File: src/rtl/exu_oitf_pkg.sv
// Shared sizing for the long-pipe outstanding instruction track FIFO.
package exu_oitf_pkg;
   localparam int OITF_DEPTH  = 4;
   localparam int ITAG_WIDTH  = $clog2(OITF_DEPTH);
   localparam int RFIDX_WIDTH = 5;
endpackage

File: src/rtl/exu_oitf_ptr.sv
// Circular pointer with wrap flag; the flag distinguishes full from empty.
module exu_oitf_ptr #(
   parameter int PTR_W = 2
) (
   input  logic             clk,
   input  logic             rst_n,
   input  logic             inc,
   output logic [PTR_W-1:0] ptr,
   output logic             flg
);
   logic [PTR_W-1:0] ptr_q, ptr_d;
   logic             flg_q, flg_d;

   // Depth is a power of two, so natural overflow is the wrap.
   always_comb begin
      ptr_d = ptr_q;
      flg_d = flg_q;
      if (inc) begin
         ptr_d = ptr_q + PTR_W'(1);
         flg_d = flg_q ^ (&ptr_q);
      end
   end

   always_ff @(posedge clk or negedge rst_n) begin
      if (!rst_n) begin
         ptr_q <= '0;
         flg_q <= 1'b0;
      end else begin
         ptr_q <= ptr_d;
         flg_q <= flg_d;
      end
   end

   assign ptr = ptr_q;
   assign flg = flg_q;
endmodule

File: src/rtl/exu_oitf.sv
// Outstanding instruction track FIFO: in-order alloc/retire of long-pipe itags
// plus RAW/WAW hazard detection against every in-flight entry.
module exu_oitf
   import exu_oitf_pkg::*;
#(
   parameter int DEPTH = OITF_DEPTH,
   parameter int PTR_W = ITAG_WIDTH,
   parameter int RF_W  = RFIDX_WIDTH
) (
   input  logic             clk,
   input  logic             rst_n,
   input  logic             dis_ena,
   output logic             dis_ready,
   output logic [PTR_W-1:0] dis_ptr,
   input  logic             disp_i_rdwen,
   input  logic [RF_W-1:0]  disp_i_rdidx,
   input  logic             disp_i_rs1en,
   input  logic [RF_W-1:0]  disp_i_rs1idx,
   input  logic             disp_i_rs2en,
   input  logic [RF_W-1:0]  disp_i_rs2idx,
   output logic             oitfrd_match_disprs1,
   output logic             oitfrd_match_disprs2,
   output logic             oitfrd_match_disprd,
   input  logic             oitf_ret_ena,
   output logic [PTR_W-1:0] oitf_ret_ptr,
   output logic             oitf_ret_rdwen,
   output logic [RF_W-1:0]  oitf_ret_rdidx,
   output logic             oitf_empty,
   output logic             oitf_full
);
   logic [PTR_W-1:0] alc_ptr, ret_ptr;
   logic             alc_flg, ret_flg;
   logic             alc_ena, ret_ena;

   logic [DEPTH-1:0]           ent_vld, ent_rdwen;
   logic [DEPTH-1:0][RF_W-1:0] ent_rdidx;
   logic [DEPTH-1:0]           m_rs1, m_rs2, m_rd;

   assign oitf_empty = (alc_ptr == ret_ptr) & (alc_flg == ret_flg);
   assign oitf_full  = (alc_ptr == ret_ptr) & (alc_flg != ret_flg);
   assign alc_ena    = dis_ena & ~oitf_full;
   assign ret_ena    = oitf_ret_ena & ~oitf_empty;

   exu_oitf_ptr #(.PTR_W(PTR_W)) u_alc_ptr (
      .clk(clk), .rst_n(rst_n), .inc(alc_ena), .ptr(alc_ptr), .flg(alc_flg)
   );

   exu_oitf_ptr #(.PTR_W(PTR_W)) u_ret_ptr (
      .clk(clk), .rst_n(rst_n), .inc(ret_ena), .ptr(ret_ptr), .flg(ret_flg)
   );

   for (genvar i = 0; i < DEPTH; i++) begin : g_ent
      logic            vld_q, vld_d, rdwen_q, rdwen_d;
      logic [RF_W-1:0] rdidx_q, rdidx_d;
      logic            set, clr;

      // Alloc and retire never target the same slot: that needs full or empty.
      assign set = alc_ena & (alc_ptr == PTR_W'(i));
      assign clr = ret_ena & (ret_ptr == PTR_W'(i));

      always_comb begin
         vld_d   = vld_q;
         rdwen_d = rdwen_q;
         rdidx_d = rdidx_q;
         if (set) begin
            vld_d   = 1'b1;
            rdwen_d = disp_i_rdwen;
            rdidx_d = disp_i_rdidx;
         end else if (clr) begin
            vld_d = 1'b0;
         end
      end

      always_ff @(posedge clk or negedge rst_n) begin
         if (!rst_n) begin
            vld_q   <= 1'b0;
            rdwen_q <= 1'b0;
            rdidx_q <= '0;
         end else begin
            vld_q   <= vld_d;
            rdwen_q <= rdwen_d;
            rdidx_q <= rdidx_d;
         end
      end

      assign ent_vld[i]   = vld_q;
      assign ent_rdwen[i] = rdwen_q;
      assign ent_rdidx[i] = rdidx_q;

      // A retiring entry still matches this cycle; conservative by design.
      assign m_rs1[i] = vld_q & rdwen_q & disp_i_rs1en & (rdidx_q == disp_i_rs1idx)
                        & (disp_i_rs1idx != '0);
      assign m_rs2[i] = vld_q & rdwen_q & disp_i_rs2en & (rdidx_q == disp_i_rs2idx)
                        & (disp_i_rs2idx != '0);
      assign m_rd[i]  = vld_q & rdwen_q & disp_i_rdwen & (rdidx_q == disp_i_rdidx)
                        & (disp_i_rdidx != '0);
   end

   assign oitfrd_match_disprs1 = |m_rs1;
   assign oitfrd_match_disprs2 = |m_rs2;
   assign oitfrd_match_disprd  = |m_rd;

   assign dis_ready      = ~oitf_full;
   assign dis_ptr        = alc_ptr;
   assign oitf_ret_ptr   = ret_ptr;
   assign oitf_ret_rdwen = ent_rdwen[ret_ptr] & ~oitf_empty;
   assign oitf_ret_rdidx = ent_rdidx[ret_ptr];

   logic unused_ok;
   assign unused_ok = ^ent_vld;
endmodule
File: config.mk
export PLATFORM = sky130hd
export DESIGN_NAME = exu_oitf
export DESIGN_NICKNAME = d
export VERILOG_FILES = /design/src/rtl/exu_oitf_pkg.sv /design/src/rtl/exu_oitf_ptr.sv /design/src/rtl/exu_oitf.sv
export SDC_FILE = /design/constraint.sdc
export NUM_CORES = 1
export LEC_CHECK = 0
export BUFFER_PORTS_ARGS = -buffer_cell sky130_fd_sc_hd__buf_2
export CORE_UTILIZATION = 60
export CTS_BUF_LIST = sky130_fd_sc_hd__clkbuf_2 sky130_fd_sc_hd__clkbuf_4 sky130_fd_sc_hd__clkbuf_8
export DETAILED_ROUTE_END_ITERATION = 16
export GPL_TIMING_DRIVEN = 0
export PLACE_DENSITY = 0.9
export SYNTH_ARGS = -nofsm -noshare
export SYNTH_HDL_FRONTEND = slang
export SYNTH_SLANG_ARGS = --single-unit
File: constraint.sdc
create_clock -name clk -period 2.05 [get_ports clk]
set_input_delay 0.41 -clock clk [delete_from_list [all_inputs] [get_ports clk]]
set_output_delay 0.41 -clock clk [all_outputs]
set_load 0.005 [all_outputs]
==> metrics <==
syn_nets approximately 260; Core Util, Final 75.2%; asr flop ratio synth 100%; GP Congestion about 0.93; Detail Route Antenna Nets 0; EDFF count, synth 0; vias per cell a little over 6; crit share post-route 110%; setup violators final 3; routed len/inst 21.2 um; status finished with violations; Slew @ Worst Pin roughly 740 ps; mapped cell area ~2600 sq um; initial antenna violation count 0; Die Span X about 68 um; largest net degree at the start of global routing 35; Total GRT Usage 30.6%; M1 WL about 2700 um; Vias between 1.5k and 2k; CTS tree built; Remaining Overflow, GRT 0; Synth top cells by count xor2_1 (49), dfrtp_1 (34), mux2_4 (24), xnor2_1 (16); Residual DRC 0; Worst-path clk slew 70 ps; first-pass GRT wire length ~9800 um; crit end category primary output; Starting Density between 60 and 70%; ant diodes 0; row cnt 23; worst endpoint required time 1640 ps; Main synth FF type dfrtp_1; Hold Path Class primary input to asynchronous set/reset pin; clock skew 4.94 ps; H-Tree Depth 2; number of port buffers 22; Synth area leader dfrtp_1; Layout area overhead 17.2%; top layer in use met4; #FFs+latches synth 34; Synth warnings 0; Yosys cell types 26; die area 4640 sq um; # IOs 38; Max Cap Viol 0; total CTS buffers 5; CP Launch Type flip-flop; Longest Clk Path Bufs 2; final worst path period need approximately 2300 ps; Clock Latency Late Sink 300 ps; hpwl dp about 4200 um; clk sinks 34; Core Region slightly above 4000 sq um; Routed met3 length approximately 410 um; routed wire length ~6600 um; Worst Path Max Fanout 5; most common cell in the netlist xor2_1; Syn Area/Cell 11.7 sq um; Fmax achieved 443 MHz; # nets final 292; RSZ-0062 raised after global routing true; Pleak 1.39 nW; die height 68.1 um; Root Buffer clkbuf_8; post-route cell area about 3100 sq um; CP arrival between 1500 and 2000 ps; critical path type flip-flop to primary output; Syn Inst Count 225; met2 WL 3320 um; Max-slew headroom approximately half; placed cell areas approximately 2800 sq um; Initial DRC Count 139; maximum VDD drop between 1 and 1.5 mV; CTS Hold Buffers Added 0; final hold viol count 0; share of the synthesized area in the top cell type approximately a third; Seq/Total Area, Yosys about a third; largest cells by area after synthesis dfrtp_1 (32%), xor2_1 (16%), mux2_4 (14%); pre-CTS setup slack -110 ps; failing checks setup timing; final slew viol count 0; number of global-route vias before repair 1810; share of post-route cells with drive strength above 1 ~40%; 1st-pass router iterations 4; PD cells roughly 1700 nW/um^2; setup slack after layout -207 ps
==> state kept, by name (all words and copies together), names as in the netlist <==
| register | cells |
|---|---|
| u_ret_ptr.flg | 1 |
| u_alc_ptr.flg | 1 |
| u_alc_ptr.ptr | 2 |
| g_ent.vld_q | 4 |
| g_ent.rdwen_q | 4 |
| u_ret_ptr.ptr | 2 |
| g_ent.rdidx_q | 20 |
==> report_power, final <==
part / internal (mW) / total, mW / switching (mW) / leakage (nW)
Clock: 0.284 / 0.540 / 0.256 / 0.0517
Sequential: 1.05 / 1.66 / 0.611 / 0.387
Combinational: 1.63 / 2.95 / 1.32 / 0.956
==> cell families (layout without fill, tap and decap cells) <==
logic type | count (synthesis) | after routing | synth area share [%]
muxes | 31 | 31 | 20.2
buffers and inverters | 27 | 65 | 5.06
and+or+nand+nor | 49 | 49 | 13.4
DFF | 34 | 34 | 32.4
AOI/OAI and AO/OA | 9 | 9 | 2.15
xor gates and xnor gates | 67 | 67 | 22.9
adders and majority gates | 8 | 8 | 3.82
==> path summary, 6_finish.rpt <==
kind                                             end  slack (ps)                 from  cells after the start
worst max register to register   g_ent[3].rdidx_q[4]         160     u_ret_ptr.ptr[0]                      8
max in group asynchronous        g_ent[3].rdidx_q[4]        1350                rst_n                      1
worst max-delay path            oitfrd_match_disprs1        -210  g_ent[0].rdidx_q[1]                      6
worst min-delay path                u_alc_ptr.ptr[0]         170                rst_n                      1
min in group clk                    u_ret_ptr.ptr[0]         470         oitf_ret_ena                      3
worst min register to register        g_ent[2].vld_q         520       g_ent[2].vld_q                      2
==> layer usage <==
layer	up-vias	track usage, %
met2	93	46.4
met5	-	0
met1	959	42.9
met3	24	4.50
li1	845	-
met4	0	14.3
==> placed cells by master, fill, tap and decap left out, drive strengths merged <==
| master | count |
|---|---|
| nand3 | 1 |
| o21a | 3 |
| and2 | 5 |
| nand2 | 10 |
| nor2 | 2 |
| ha | 8 |
| inv | 9 |
| xnor2 | 17 |
| nand4 | 15 |
| clkinv | 1 |
| or4 | 3 |
| dfrtp | 34 |
| mux4 | 6 |
| nor2b | 1 |
| xor2 | 50 |
| mux2 | 25 |
| clkbuf | 22 |
| o21ai | 6 |
| buf | 33 |
| nor4 | 12 |
==> cell type report <==
type	instances	area [sq um]
timing repair buffer	30	195
clock inverter	1	5.00
clock buffer	7	90.1
tap	50	62.6
inverter	9	33.8
sequential	34	868
buffer	18	105
multi-input combinational	164	1710
fill	254	1010
==> worst max-delay path, stage by stage (launching register included) <==
cell	delay [ps]
dfrtp_1	480
xor2_1	210
nor4_1	350
nand4_1	160
nand4_1	130
o21a_1	110
buf_2	100
==> per-stage QoR <==
step	setup TNS, ps	power, mW	instances	hold WS [ps]
3_5_place_dp	-115	4.10	297	496
2_1_floorplan	0	3.40	225	114
3_3_place_gp	-108	3.98	297	490
5_1_grt	-607	5.42	313	235
4_1_cts	-229	4.81	310	201
6_report	-470	5.16	313	172
==> repair_timing <==
action / 4_1_cts / 5_1_grt
pin swaps: 12 / 9
endpoints found under the hold margin: 0 / 0
cloned: 0 / 0
setup endpoints to repair: 4 / 7
buffers inserted: 5 / 3
resized for setup: 18 / 18
(Power assumes the default switching activity.)
